$ cat src/rtl/iob_wb_req_hold_pkg.sv
// Shared definitions for the IOb-to-Wishbone request hold stage: FSM encodings
// and the default watchdog length.
package iob_wb_req_hold_pkg;

    typedef enum logic [1:0] {
        IDLE = 2'd0,
        BUSY = 2'd1,
        RESP = 2'd2
    } state_t;

    localparam int TIMEOUT_CYCLES_DEFAULT = 256;

endpackage

$ cat src/rtl/iob_reg.sv
// Generic enabled register with asynchronous active-low reset to a fixed value.
module iob_reg #(
    parameter int           W       = 1,
    parameter logic [W-1:0] RST_VAL = '0
) (
    input  logic         clk,
    input  logic         arst_n,
    input  logic         en,
    input  logic [W-1:0] d,
    output logic [W-1:0] q
);

    always_ff @(posedge clk or negedge arst_n) begin
        if (!arst_n) begin
            q <= RST_VAL;
        end else if (en) begin
            q <= d;
        end
    end

endmodule

$ cat src/rtl/iob_wb_timeout_cnt.sv
// Clearable, enabled, saturating counter; tc is high while the count sits at N-1.
module iob_wb_timeout_cnt #(
    parameter int N = 256
) (
    input  logic clk,
    input  logic arst_n,
    input  logic clr,
    input  logic en,
    output logic tc
);

    localparam int CW = $clog2(N);

    logic [CW-1:0] cnt_reg;
    logic [CW-1:0] cnt_next;

    assign tc = (cnt_reg == CW'(N - 1));

    // Clear wins over enable; once at the terminal value the count stays put.
    always_comb begin
        cnt_next = cnt_reg;
        if (clr) begin
            cnt_next = '0;
        end else if (en && !tc) begin
            cnt_next = cnt_reg + 1'b1;
        end
    end

    iob_reg #(.W(CW)) u_cnt (
        .clk    (clk),
        .arst_n (arst_n),
        .en     (1'b1),
        .d      (cnt_next),
        .q      (cnt_reg)
    );

endmodule

$ cat src/rtl/iob_wb_req_hold.sv
// Turns a 1-cycle upstream Wishbone strobe into a held downstream cycle and returns a
// 1-cycle ack/err. Watchdog built only when IOB_WB_REQ_HOLD_TIMEOUT_EN is defined.
module iob_wb_req_hold
    import iob_wb_req_hold_pkg::*;
#(
    parameter int ADDR_W         = 32,
    parameter int DATA_W         = 32,
    parameter int TIMEOUT_CYCLES = TIMEOUT_CYCLES_DEFAULT
) (
    input  logic                clk_i,
    input  logic                arst_n_i,
    input  logic [ADDR_W-1:0]   s_adr_i,
    input  logic [DATA_W-1:0]   s_dat_i,
    input  logic [DATA_W/8-1:0] s_sel_i,
    input  logic                s_we_i,
    input  logic                s_cyc_i,
    input  logic                s_stb_i,
    output logic [DATA_W-1:0]   s_dat_o,
    output logic                s_ack_o,
    output logic                s_err_o,
    output logic [ADDR_W-1:0]   m_adr_o,
    output logic [DATA_W-1:0]   m_dat_o,
    output logic [DATA_W/8-1:0] m_sel_o,
    output logic                m_we_o,
    output logic                m_cyc_o,
    output logic                m_stb_o,
    input  logic [DATA_W-1:0]   m_dat_i,
    input  logic                m_ack_i,
    input  logic                m_err_i,
    input  logic                clr_i,
    output logic                timeout_o,
    output logic                drop_o
);

    localparam int SEL_W = DATA_W / 8;
    localparam int REQ_W = ADDR_W + DATA_W + SEL_W + 1;

    if (TIMEOUT_CYCLES < 2) begin : g_bad_timeout
        $error("iob_wb_req_hold: TIMEOUT_CYCLES must be >= 2");
    end

    logic [1:0] state_q;
    state_t     state_reg;
    state_t     state_next;
    logic       req;
    logic       capture;
    logic       done_ack;
    logic       done_err;
    logic       done_to;
    logic       tc;
    logic       cyc_next;
    logic       drop_next;

    assign state_reg = state_t'(state_q);
    assign req       = s_cyc_i & s_stb_i;

    always_comb begin
        state_next = state_reg;
        capture    = 1'b0;
        done_ack   = 1'b0;
        done_err   = 1'b0;
        done_to    = 1'b0;
        case (state_reg)
            IDLE: begin
                if (req) begin
                    capture    = 1'b1;
                    state_next = BUSY;
                end
            end
            BUSY: begin
                // err beats ack beats timeout; an ack on the terminal count is a plain ack
                if (m_err_i) begin
                    done_err   = 1'b1;
                    state_next = RESP;
                end else if (m_ack_i) begin
                    done_ack   = 1'b1;
                    state_next = RESP;
                end else if (tc) begin
                    done_to    = 1'b1;
                    state_next = RESP;
                end
            end
            RESP:    state_next = IDLE;
            default: state_next = IDLE;
        endcase
    end

    assign cyc_next  = (state_next == BUSY);
    assign drop_next = (req && (state_reg != IDLE)) | (drop_o & ~clr_i);

    iob_reg #(.W(2), .RST_VAL(2'(IDLE))) u_state (
        .clk (clk_i), .arst_n (arst_n_i), .en (1'b1), .d (2'(state_next)), .q (state_q)
    );

    iob_reg #(.W(REQ_W)) u_m_req (
        .clk    (clk_i),
        .arst_n (arst_n_i),
        .en     (capture),
        .d      ({s_adr_i, s_dat_i, s_sel_i, s_we_i}),
        .q      ({m_adr_o, m_dat_o, m_sel_o, m_we_o})
    );

    iob_reg #(.W(1)) u_m_cyc (
        .clk (clk_i), .arst_n (arst_n_i), .en (1'b1), .d (cyc_next), .q (m_cyc_o)
    );
    assign m_stb_o = m_cyc_o;

    iob_reg #(.W(1)) u_s_ack (
        .clk (clk_i), .arst_n (arst_n_i), .en (1'b1), .d (done_ack), .q (s_ack_o)
    );

    iob_reg #(.W(1)) u_s_err (
        .clk (clk_i), .arst_n (arst_n_i), .en (1'b1), .d (done_err | done_to), .q (s_err_o)
    );

    // Read data only moves on a slave response, never on a timeout.
    iob_reg #(.W(DATA_W)) u_s_dat (
        .clk (clk_i), .arst_n (arst_n_i), .en (done_ack | done_err), .d (m_dat_i), .q (s_dat_o)
    );

    iob_reg #(.W(1)) u_drop (
        .clk (clk_i), .arst_n (arst_n_i), .en (1'b1), .d (drop_next), .q (drop_o)
    );

`ifdef IOB_WB_REQ_HOLD_TIMEOUT_EN
    iob_wb_timeout_cnt #(.N(TIMEOUT_CYCLES)) u_timeout_cnt (
        .clk    (clk_i),
        .arst_n (arst_n_i),
        .clr    (state_reg != BUSY),
        .en     (state_reg == BUSY),
        .tc     (tc)
    );

    iob_reg #(.W(1)) u_timeout (
        .clk (clk_i), .arst_n (arst_n_i), .en (1'b1), .d (done_to), .q (timeout_o)
    );
`else
    assign tc        = 1'b0;
    assign timeout_o = 1'b0;
`endif

endmodule

$ cat config.mk
export PLATFORM = sky130hd
export DESIGN_NAME = iob_wb_req_hold
export DESIGN_NICKNAME = d
export VERILOG_FILES = /design/src/rtl/iob_wb_req_hold_pkg.sv /design/src/rtl/iob_reg.sv /design/src/rtl/iob_wb_timeout_cnt.sv /design/src/rtl/iob_wb_req_hold.sv
export SDC_FILE = /design/constraint.sdc
export NUM_CORES = 1
export LEC_CHECK = 0
export CAP_MARGIN = 0
export CORE_MARGIN = 2
export CORE_UTILIZATION = 30
export CTS_BUF_LIST = sky130_fd_sc_hd__clkbuf_2 sky130_fd_sc_hd__clkbuf_4 sky130_fd_sc_hd__clkbuf_8
export CTS_CLUSTER_SIZE = 14
export DETAILED_ROUTE_END_ITERATION = 16
export DONT_BUFFER_PORTS = 1
export GPL_TIMING_DRIVEN = 1
export PLACE_DENSITY = 0.4
export SLEW_MARGIN = 15
export SYNTH_ARGS = -nofsm -noshare
export SYNTH_HDL_FRONTEND = slang
export SYNTH_HIERARCHICAL = 1
export SYNTH_SLANG_ARGS = --single-unit
$ cat constraint.sdc
create_clock -name clk_i -period 2.1 [get_ports clk_i]
set_input_delay 0.315 -clock clk_i [delete_from_list [all_inputs] [get_ports clk_i]]
set_output_delay 0.315 -clock clk_i [all_outputs]
set_load 0.1 [all_outputs]
==> results.toml <==
[outcome]
status = "finished with violations"
violations = "hold timing"

[grt]
grt_max_degree = 108
overflow = 0
grt_pass1_wl_um = 12010
grt_use_total = 0.1077
antenna_found_initial = 1
grt_pass1_vias = 2170

[critical_path]
endpoint_kind = "output port"
crit_arrival_ns = 1.34
critPathLaunchType = "flip-flop"
crit_path_end = "s_dat_o[8]"
rrSetupSlack_ns = 0.48
r2r-end = "u_m_req/q[52]"
cp.depth = 0
critPathKind = "flip-flop to output port"
critPathMaxFanout = 2
rr_worst_depth = 4
crit_start = "u_s_dat/q[8]"
r2r_start = "u_state/q[0]"
required_ns = 1.78

[timing]
tns_ns = 0
setup_viol = 0
relSlewSlack = 0.3824
timing.fmax_mhz = 603.5
skew_ns = 0.007283
rsz0062_at_grt = "no"
whs_ns = -0.3743
finalWorstSetupSlack_ns = 0.4431
drv_slew = 0
fin_crit_sh = 0.7890
period_minus_slack_ns = 1.657
tightest_slew_ns = 0.9264
hold_viol = 107

[floorplan]
rows = 43
die_h_um = 123.6
boundaryPins = 215
initial_core_util = 0.3078
fp.dieW_um = 123.6
fp.coreArea_um2 = 13930
dieArea_um2 = 15270

[synth]
async_flop_share = 1.000
syn_inst = 245
yosysTopAreaCell = "dfrtp_1"
synth_area_um2 = 4289
ys_ff_latch = 107
yosys-top-cells-area = "dfrtp_1 (62%), mux2_2 (17%), mux2_4 (15%), buf_12 (1.4%), buf_6 (0.79%)"
ys.flop_type = "dfrtp_1"
yosysWarningCount = 6
avgSynthCellArea_um2 = 17.51
yosys.cell_types.count = 17
ys_seq_area_frac = 0.6243
synth-edff-count = 0
synth_top_area_frac = 0.6243
synth.most_common_cell = "dfrtp_1"
ys_top_cells_by_count = "dfrtp_1 (107), mux2_2 (63), mux2_4 (44)"

[clock_tree]
postCtsSetupBuffers = 0
cts.sink_count = 107
path_clk_slew_ns = 0.10
clock-root-buffer = "clkbuf_8"
h-tree-depth = 3
clk_path_buf_depth = 2
cts_tree = "yes"
post_cts_resized = 0
insertion_delay_ns = 0.38
cts_buffers = 9

[finish]
final_nets = 363
drive_gt1_frac = 0.5192
final_cell_area_um2 = 4725
n_fill_cell = 1372
n_antenna_cell = 0
area_growth_pct = 10.15

[route]
antenna_left = 0
dr_total_vias = 1989
wl_per_cell_um = 18.92
drc = 0
dr.pass1.iters = 4
vias_per_cell = 4.520
drt_iter0_markers = 64
wl_um = 8323

[placed_design]
place_ws_ns = 0.4789
gp_congestion = 0.6572
dp_hpwl_um = 5667
place.port_buffers = 0
postPlaceCellArea_um2 = 4498

[min_path]
hold_path_class = "primary input to asynchronous set/reset pin"

[job]
drv_cap = 0
[routing by layer]
metal / track usage / wire, um / share of wire
met5: 0 / 0 / 0
met4: 0.04261 / 108 / 0.013
met3: 0.07372 / 1247 / 0.15
met2: 0.1638 / 3895 / 0.47
met1: 0.1175 / 3071 / 0.37
[cell usage in the layout (no fill, tap or decap), drive strengths merged]
cell type | netlist | layout
buf | 14 | 8
bufinv | 0 | 2
clkbuf | 0 | 11
clkinv | 0 | 3
conb | 2 | 7
dfrtp | 107 | 107
inv | 2 | 2
mux2 | 107 | 107
nand2 | 1 | 1
nand2b | 1 | 1
nor2 | 6 | 6
nor3b | 1 | 1
o22ai | 1 | 1
o32ai | 2 | 2
or2 | 1 | 1
[layout make-up]
class / count / area [um^2] / share of cell area
flip-flops and latches: 107 / 2679 / 0.5670
multi-input cells: 127 / 1489 / 0.3151
well taps: 180 / 225.2 / 0.04767
clock buffers: 11 / 151.4 / 0.03204
repair buffers: 8 / 97.59 / 0.02066
clock inverters: 5 / 75.07 / 0.01589
inverters: 2 / 7.507 / 0.001589
[worst min-delay path by stage]
stage | start | end | slack, ns | cells past startpoint
CTS | arst_n_i | u_m_req/q[37] | -0.42 | 0
floorplan | arst_n_i | u_drop/q | 0.02 | 0
finish | arst_n_i | u_m_req/q[34] | -0.37 | 0
detailed placement | arst_n_i | u_m_req/q[34] | 0.02 | 0
global route | arst_n_i | u_m_req/q[37] | -0.43 | 0
global placement | arst_n_i | u_m_req/q[34] | 0.02 | 0
[cells by family after synthesis]
| kind of cell | after synthesis | synth area share |
|---|---|---|
| simple gates | 10 | 0.01254 |
| flops | 107 | 0.6243 |
| compound gates | 3 | 0.005544 |
| mux | 107 | 0.3194 |
| buf+inv | 16 | 0.03646 |
| other cells | 2 | 0.001751 |
[flip-flops by register name, summed over array words and instances, names as in the netlist]
register   flops
u_s_err/q      1
u_m_req/q     69
u_drop/q       1
u_m_cyc/q      1
u_s_dat/q     32
u_state/q      2
u_s_ack/q      1
[stage by stage]
stage,std cells,utilization
final,440,0.3391
after global placement,424,0.3228
after floorplan,250,-
after global routing,440,0.3391
after CTS,440,0.3391
after detailed placement,424,0.3228
Power is not shown: default switching activity piles up to over one toggle a cycle in this logic, so the estimate is an artifact.
